## src/rtl/modport_counter_pkg.sv

```systemverilog
// rtl/modport_counter_pkg.sv - shared width default and direction encoding for modport_counter
package modport_counter_pkg;

    localparam int WIDTH_DEFAULT = 4;

    typedef enum logic {
        DIR_DOWN = 1'b0,
        DIR_UP   = 1'b1
    } dir_t;

endpackage

```

## src/rtl/modport_counter.sv

```systemverilog
// rtl/modport_counter.sv - loadable up/down counter with async active-low reset
module modport_counter
    import modport_counter_pkg::*;
#(
    parameter int WIDTH = WIDTH_DEFAULT
) (
    input  logic             clock,
    input  logic             resetn,
    input  logic [WIDTH-1:0] din,
    input  logic             load,
    input  logic             up_down,
    output logic [WIDTH-1:0] count
);

    localparam logic [WIDTH-1:0] STEP = WIDTH'(1);

    logic [WIDTH-1:0] next_count;

    // WIDTH-bit add/subtract wraps naturally at both ends.
    always_comb begin
        next_count = count;
        if (load) begin
            next_count = din;
        end else if (dir_t'(up_down) == DIR_UP) begin
            next_count = count + STEP;
        end else begin
            next_count = count - STEP;
        end
    end

    always_ff @(posedge clock or negedge resetn) begin
        if (!resetn) begin
            count <= '0;
        end else begin
            count <= next_count;
        end
    end

endmodule

```

## config.mk

```make
export PLATFORM = sky130hd
export DESIGN_NAME = modport_counter
export DESIGN_NICKNAME = d
export VERILOG_FILES = /design/src/rtl/modport_counter_pkg.sv /design/src/rtl/modport_counter.sv
export SDC_FILE = /design/constraint.sdc
export NUM_CORES = 1
export LEC_CHECK = 0
export BUFFER_PORTS_ARGS = -buffer_cell sky130_fd_sc_hd__buf_2
export CELL_PAD_IN_SITES_DETAIL_PLACEMENT = 1
export CELL_PAD_IN_SITES_GLOBAL_PLACEMENT = 1
export CORE_AREA = 4 4 41 43
export CTS_CLUSTER_SIZE = 24
export DETAILED_ROUTE_END_ITERATION = 16
export DIE_AREA = 0 0 45 47
export PLACE_DENSITY_LB_ADDON = 0.2
export RECOVER_POWER = 50
export SLEW_MARGIN = 20
export SYNTH_ARGS = -nofsm -noshare
export SYNTH_HDL_FRONTEND = slang
export SYNTH_SLANG_ARGS = --single-unit
export TNS_END_PERCENT = 5
```

## constraint.sdc

```tcl
create_clock -name clock -period 2.1 [get_ports clock]
set_input_delay 0.42 -clock clock [delete_from_list [all_inputs] [get_ports clock]]
set_output_delay 0.42 -clock clock [all_outputs]
set_load 0.05 [all_outputs]
```

==> results.toml, run 1 <==
[detailed_routing]
post_detailed_route_wirelength_per_cell_um = 11.7
detail-route-antenna-nets = 0
drc = 0
first_iter_violations = 3
drt_via_density = 4.14
vias = 211
drt_first_pass_iters = 2
drt-total-wl_um = 597

[power_and_ir_drop]
vdd.ir_drop.worst_mv = 0.310
power_per_standard_cell_area_nw_per_um2 = 1030
cellLeakagePower_nw = 0.157

[die]
rows = 13
die_w_um = 45
start_util = 0.180
boundaryPins = 12
core_region_area_um2 = 1300
floorplan.die.height_um = 47
dieArea_um2 = 2120

[final_layout]
register_area_um2 = 100
antenna_cells_inserted = 0
reg.largest.list = "count x4"
top_register = "count"
most-common-layout-cells = "9 x buf_2, 4 x dfrtp_1, 3 x clkbuf_4"
fillers = 166
finish.utilization = 0.260
largest_register_ffs = 4
flow.area_growth_from_synthesis_pct = 44.4
layout.cells.non_filler = 51
final_layout_size_suffix_gt1_frac = 0.361
finalNetCount = 49
layout_commonest_cell = "buf_2"
multi_input_gate_area_in_the_final_layout_um2 = 130
layout_cell_area_excl_fill_um2 = 338

[yosys]
area_share_of_the_largest_cell_type_after_synthesis = 0.428
synth-compound-area-share = 0.134
synth_simple_gate_area_frac = 0.107
largest_family_of_logic_cells_by_synthesized_area = "adder cells"
yosys_register_bits = 4
synth_warnings = 0
synthDistinctLibCells = 14
syn_nets = 32
synth.largest_area_cell = "dfrtp_1"
synth_xor_xnor_area_share = 0.0749
yosys-mux-area-fraction = 0.0481
yosys-top-cells-area = "dfrtp_1 43%, ha_1 11%, fa_1 8.6%"
synth-adder-area-share = 0.193
synthesis.area_per_instance_um2 = 11.1
syn-cell-area_um2 = 234
synth.yosys.seq_area_share = 0.428
netlist_instances = 21

[cts]
hold_buffers = 1
worst_setup_hold_path_clk_slew_ps = 40
clock_latency_ps = 230
postCtsSetupRepairBufs = 0
cts_inserted_buffers = 3
cts.path.max_buffers = 2
numClockSinks = 4
tritoncts = "built"
cts_root_buf = "clkbuf_4"
cts-resized-gates = 0
cts.htree.levels = 1

[timing]
final-max-slew-violation-count = 0
clock.fmax_mhz = 680
hold_viol_final = 0
grt_setup_unrepaired = "false"
final.setup.tns_ps = 0
final_period_util = 0.701
finalSetupViolations = 0
slew-limit-headroom = 0.605
finClkSkew_ps = 7.84
tightest_slew_ps = 595
timing.final.crit_period_ps = 1470

[setup_path]
reg2reg_from = "count[2]"
critical-path-slowest-cell = "clkbuf_1"
setup.worst_path.class = "register to output pin"
critical_path.n_buffers_inverters = 1
r2r-end = "count[3]"
crit_family = "buffers and inverters"
crit_path_end_kind = "output pin"
setup_slack_on_the_worst_flop_to_flop_path_ps = 770
crit_chain = "clkbuf_1"
r2r.worst_path.cells = 4
worst-endpoint-arrival_ps = 1050
path_max_fanout = 2
required_ps = 1680
worstSetupStartpointType = "register"
cp_slowest_stage_delay_ps = 470

[placement]
port-buffer-count = 11
gp_congestion = 0.651
dp_hpwl_um = 491
dpl_cells = 47
placed_area_um2 = 308

[grt]
grt_pass1_vias = 203
grt_pass1_wl_um = 924
grt_overflow_total = 0
groute.usage.overall = 0.0674
antenna_found_initial = 0
maximum_number_of_pins_on_one_net_before_global_route_repair = 9

[flow_run]
max_cap_violations = 0

[min_path]
holdCritStartpoint = "din[2]"
min_to = "count[2]"
worst_hold_path.num_cells = 3
hold_class = "input port to register"

[run_status]
outcome = "completed"
cell families after synthesis:
kind of cell,Yosys count
buffers and inverters,1
multiplexers,1
AND/OR/NAND/NOR,5
AO/OA/AOI/OAI,5
adder cells (fa/ha/maj),3
XOR/XNOR,2
flip-flops,4
Yosys cell counts (all sizes together):
cell type / count
nand2: 2
mux2: 1
nor2b: 2
dfrtp: 4
a311oi: 1
ha: 2
xnor2: 1
a21oi: 1
a211oi: 1
fa: 1
nand3: 1
o21ai: 2
inv: 1
xor2: 1
stage by stage:
step | hold WS, ps | worst slack (ps) | total power, W
2_1_floorplan | 124 | 576 | 0.000214
3_3_place_gp | 230 | 504 | 0.000252
3_5_place_dp | 235 | 505 | 0.000254
4_1_cts | 399 | 730 | 0.000355
5_1_grt | 410 | 583 | 0.000376
6_report | 394 | 629 | 0.000347
worst max path at each step:
stage,to,depth (start not counted),start
2_1_floorplan,count[1],2,count[0]
3_3_place_gp,count[3],6,up_down
3_5_place_dp,count[3],6,up_down
4_1_cts,count[0],1,count[0]
5_1_grt,count[2],1,count[2]
6_report,count[2],1,count[2]
layer usage:
layer | up-vias | GRT usage | wire [um]
li1 | 105 | - | -
met1 | 99 | 0.0690 | 243
met2 | 7 | 0.102 | 291
met3 | 0 | 0.0383 | 62
met4 | 0 | 0.0526 | 0
met5 | - | 0 | 0
layout make-up:
type	count	area share
tap	15	0.0556
inverter	1	0.0111
clock buffer	3	0.0667
sequential	4	0.296
timing repair buffer	12	0.185
multi-input combinational	16	0.385
report_power, final:
group          switching [W]  leakage, nW  internal, W  total (W)
Combinational      0.0000980       0.0961    0.0000474   0.000145
Clock              0.0000310       0.0138    0.0000639  0.0000950
Sequential         0.0000131       0.0468    0.0000936   0.000107
(Power assumes the default switching activity.)
==> run 2: changes to the inputs <==
--- a/config.mk
+++ b/config.mk
@@ -5,6 +5,7 @@
 export SDC_FILE = /design/constraint.sdc
 export NUM_CORES = 1
 export LEC_CHECK = 0
+export ABC_AREA = 1
 export BUFFER_PORTS_ARGS = -buffer_cell sky130_fd_sc_hd__buf_2
 export CELL_PAD_IN_SITES_DETAIL_PLACEMENT = 1
 export CELL_PAD_IN_SITES_GLOBAL_PLACEMENT = 1
==> constraint.sdc (replaced) <==
create_clock -name clock -period 1.3 [get_ports clock]
set_input_delay 0.26 -clock clock [delete_from_list [all_inputs] [get_ports clock]]
set_output_delay 0.26 -clock clock [all_outputs]
set_load 0.05 [all_outputs]
==> results.toml, run 2 <==
[run_status]
outcome = "completed"

[final_layout]
reg.largest.list = "count x4"
finalNetCount = 58
final_layout_size_suffix_gt1_frac = 0.391
antenna_cells_inserted = 0
top_register = "count"
largest_register_ffs = 4
register_area_um2 = 104
most-common-layout-cells = "12 x nand2_1, 9 x buf_2, 4 x inv_1"
flow.area_growth_from_synthesis_pct = 50.5
fillers = 181
layout.cells.non_filler = 61
multi_input_gate_area_in_the_final_layout_um2 = 145
layout_commonest_cell = "nand2_1"

[power_and_ir_drop]
power.clock.fraction = 0.299
internal_power_contribution_w = 0.000344
cellLeakagePower_nw = 0.196
sequential_share_of_power = 0.300
power.switching_fraction = 0.393
report.power.total_w = 0.000566
power_per_standard_cell_area_nw_per_um2 = 1520
fraction_of_power_consumed_by_combinational_cells = 0.402
vdd.ir_drop.worst_mv = 0.428
total_switching_power_w = 0.000222

[die]
dieArea_um2 = 2120
die_w_um = 45
start_util = 0.190
floorplan.die.height_um = 47
rows = 13
core_region_area_um2 = 1300
boundaryPins = 12

[yosys]
synthDistinctLibCells = 10
synth_ff_type = "dfrtp_1"
yosys-top-cells-area = "dfrtp_1 40%, nand2_1 18%, ha_1 10%"
asyncSetResetFlopFracSynth = 1.00
synthMostInstantiatedCell = "nand2_1"
synth.yosys.seq_area_share = 0.404
area_share_of_the_largest_cell_type_after_synthesis = 0.404
synth_warnings = 0
syn_nets = 41
yosys-top-cells-count = "12 x nand2_1, 4 x dfrtp_1, 4 x inv_1, 3 x nand3_1, 2 x ha_1"
synth_edf_count = 0
yosys_register_bits = 4
syn-cell-area_um2 = 248
synthesis.area_per_instance_um2 = 8.26
synth.largest_area_cell = "dfrtp_1"
netlist_instances = 30

[grt]
grt_pass1_wl_mm = 1.03
maximum_number_of_pins_on_one_net_before_global_route_repair = 8
antenna_found_initial = 0
groute.usage.overall = 0.0731
grt_overflow_total = 0
grt_pass1_vias = 255

[detailed_routing]
drt_via_density = 4.07
drt-total-wl_um = 623
drt_first_pass_iters = 3
detail-route-antenna-nets = 0
first_iter_violations = 1
vias = 248
post_detailed_route_wirelength_per_cell_um = 10.2
drc = 0

[cts]
cts_root_buf = "clkbuf_4"
postCtsSetupRepairBufs = 0
cts.path.max_buffers = 2
cts_inserted_buffers = 3
cts.htree.levels = 1
clock_latency_ps = 240
tritoncts = "built"
hold_buffers = 1
worst_setup_hold_path_clk_slew_ps = 40
cts-resized-gates = 0
numClockSinks = 4

[setup_path]
r2r.worst_path.cells = 3
required_ps = 1420
critical_path.n_buffers_inverters = 0
r2r-end = "count[2]"
timing.critical_path.to = "count[2]"
cp_slowest_stage_delay_ps = 420
critical-path-slowest-cell = "dfrtp_2"
worstSetupStartpoint = "count[0]"
reg2reg_from = "count[0]"
crit_family = "flip-flops"
worstSetupStartpointType = "register"
crit_path_end_kind = "register"
crit_chain = "fa_1, xnor2_1, o21ai_1"
setup_slack_on_the_worst_flop_to_flop_path_ps = 120
crit_cells = 3
setup.worst_path.class = "register to register"
path_max_fanout = 4
worst-endpoint-arrival_ps = 1310

[timing]
minimum_hold_slack_ps = 233
finClkSkew_ps = 6.15
finalSetupViolations = 0
tightest_slew_ps = 279
final_period_util = 0.911
slew-limit-headroom = 0.815
timing.final.crit_period_ps = 1180
clock.fmax_mhz = 844
grt_setup_unrepaired = "false"
final-max-slew-violation-count = 0
hold_viol_final = 0

[min_path]
hold_class = "input port to register"

[placement]
port-buffer-count = 11
dpl_cells = 56
dp_hpwl_um = 556
gp_congestion = 0.668

[flow_run]
max_cap_violations = 0
run 2: changes by cell type in the layout (fill, tap and decap cells not counted), moves of 2 or more:
cell	delta
dfrtp_1	-3
dfrtp_2	+3
inv_1	+3
nand2_1	+10
nand3_1	+2
nor2b_1	-2
run 2: how the worst min path moves through the flow:
stage	from	to	slack, ps	cells past startpoint
after floorplan	resetn	count[0]	-40	0
after global placement	resetn	count[3]	70	1
after detailed placement	resetn	count[3]	70	1
after CTS	din[1]	count[1]	230	3
after global routing	din[0]	count[0]	250	3
final	din[3]	count[3]	230	3
run 2: cell families after synthesis:
family / Yosys count / synth area share
and+or+nand+nor: 15 / 0.242
buffers and inverters: 4 / 0.0606
xor gates and xnor gates: 1 / 0.0354
DFF: 4 / 0.404
AOI/OAI and AO/OA: 3 / 0.0757
adders and majority gates: 3 / 0.182
run 2: metrics by stage:
stage	utilization	setup slack (ps)	instance area (um2)	setup TNS, ps
CTS	0.288	96.6	374	0
global route	0.287	58.9	373	0
finish	0.287	115	373	0
global placement	0.260	31.5	338	0
detailed placement	0.260	-6.38	338	-6.38
floorplan	-	40.1	264	0
run 2: per-layer routing:
layer,vias to the layer above,GRT usage,share of wire
li1,125,-,-
met1,113,0.0670,0.35
met2,8,0.127,0.57
met3,2,0.0230,0.059
met4,0,0.0702,0.024
met5,-,0,0
run 2: area by class of cell:
cell class                      instances  area share
Multi-Input combinational cell         22       0.389
Sequential cell                         4       0.279
Timing Repair Buffer                   12       0.171
Clock buffer                            4      0.0705
Tap cell                               15      0.0503
Inverter                                4      0.0403
run 2: power groups by stage:
| stage | Sequential, W | Clock, W | Combinational, W |
|---|---|---|---|
| final | 0.000170 | 0.000169 | 0.000227 |
| after detailed placement | 0.000172 | 0 | 0.000230 |
| after global placement | 0.000171 | 0 | 0.000224 |
| after global routing | 0.000173 | 0.000187 | 0.000251 |
| after floorplan | 0.000244 | 0 | 0.0000937 |
| after CTS | 0.000171 | 0.000179 | 0.000234 |
run 2: worst register-to-register path, delay by kind of cell, from the launching register on:
family | cells | cell delay [ps]
xor gates and xnor gates | 1 | 160
AOI/OAI and AO/OA | 1 | 70
adders and majority gates | 1 | 410
DFF | 1 | 420
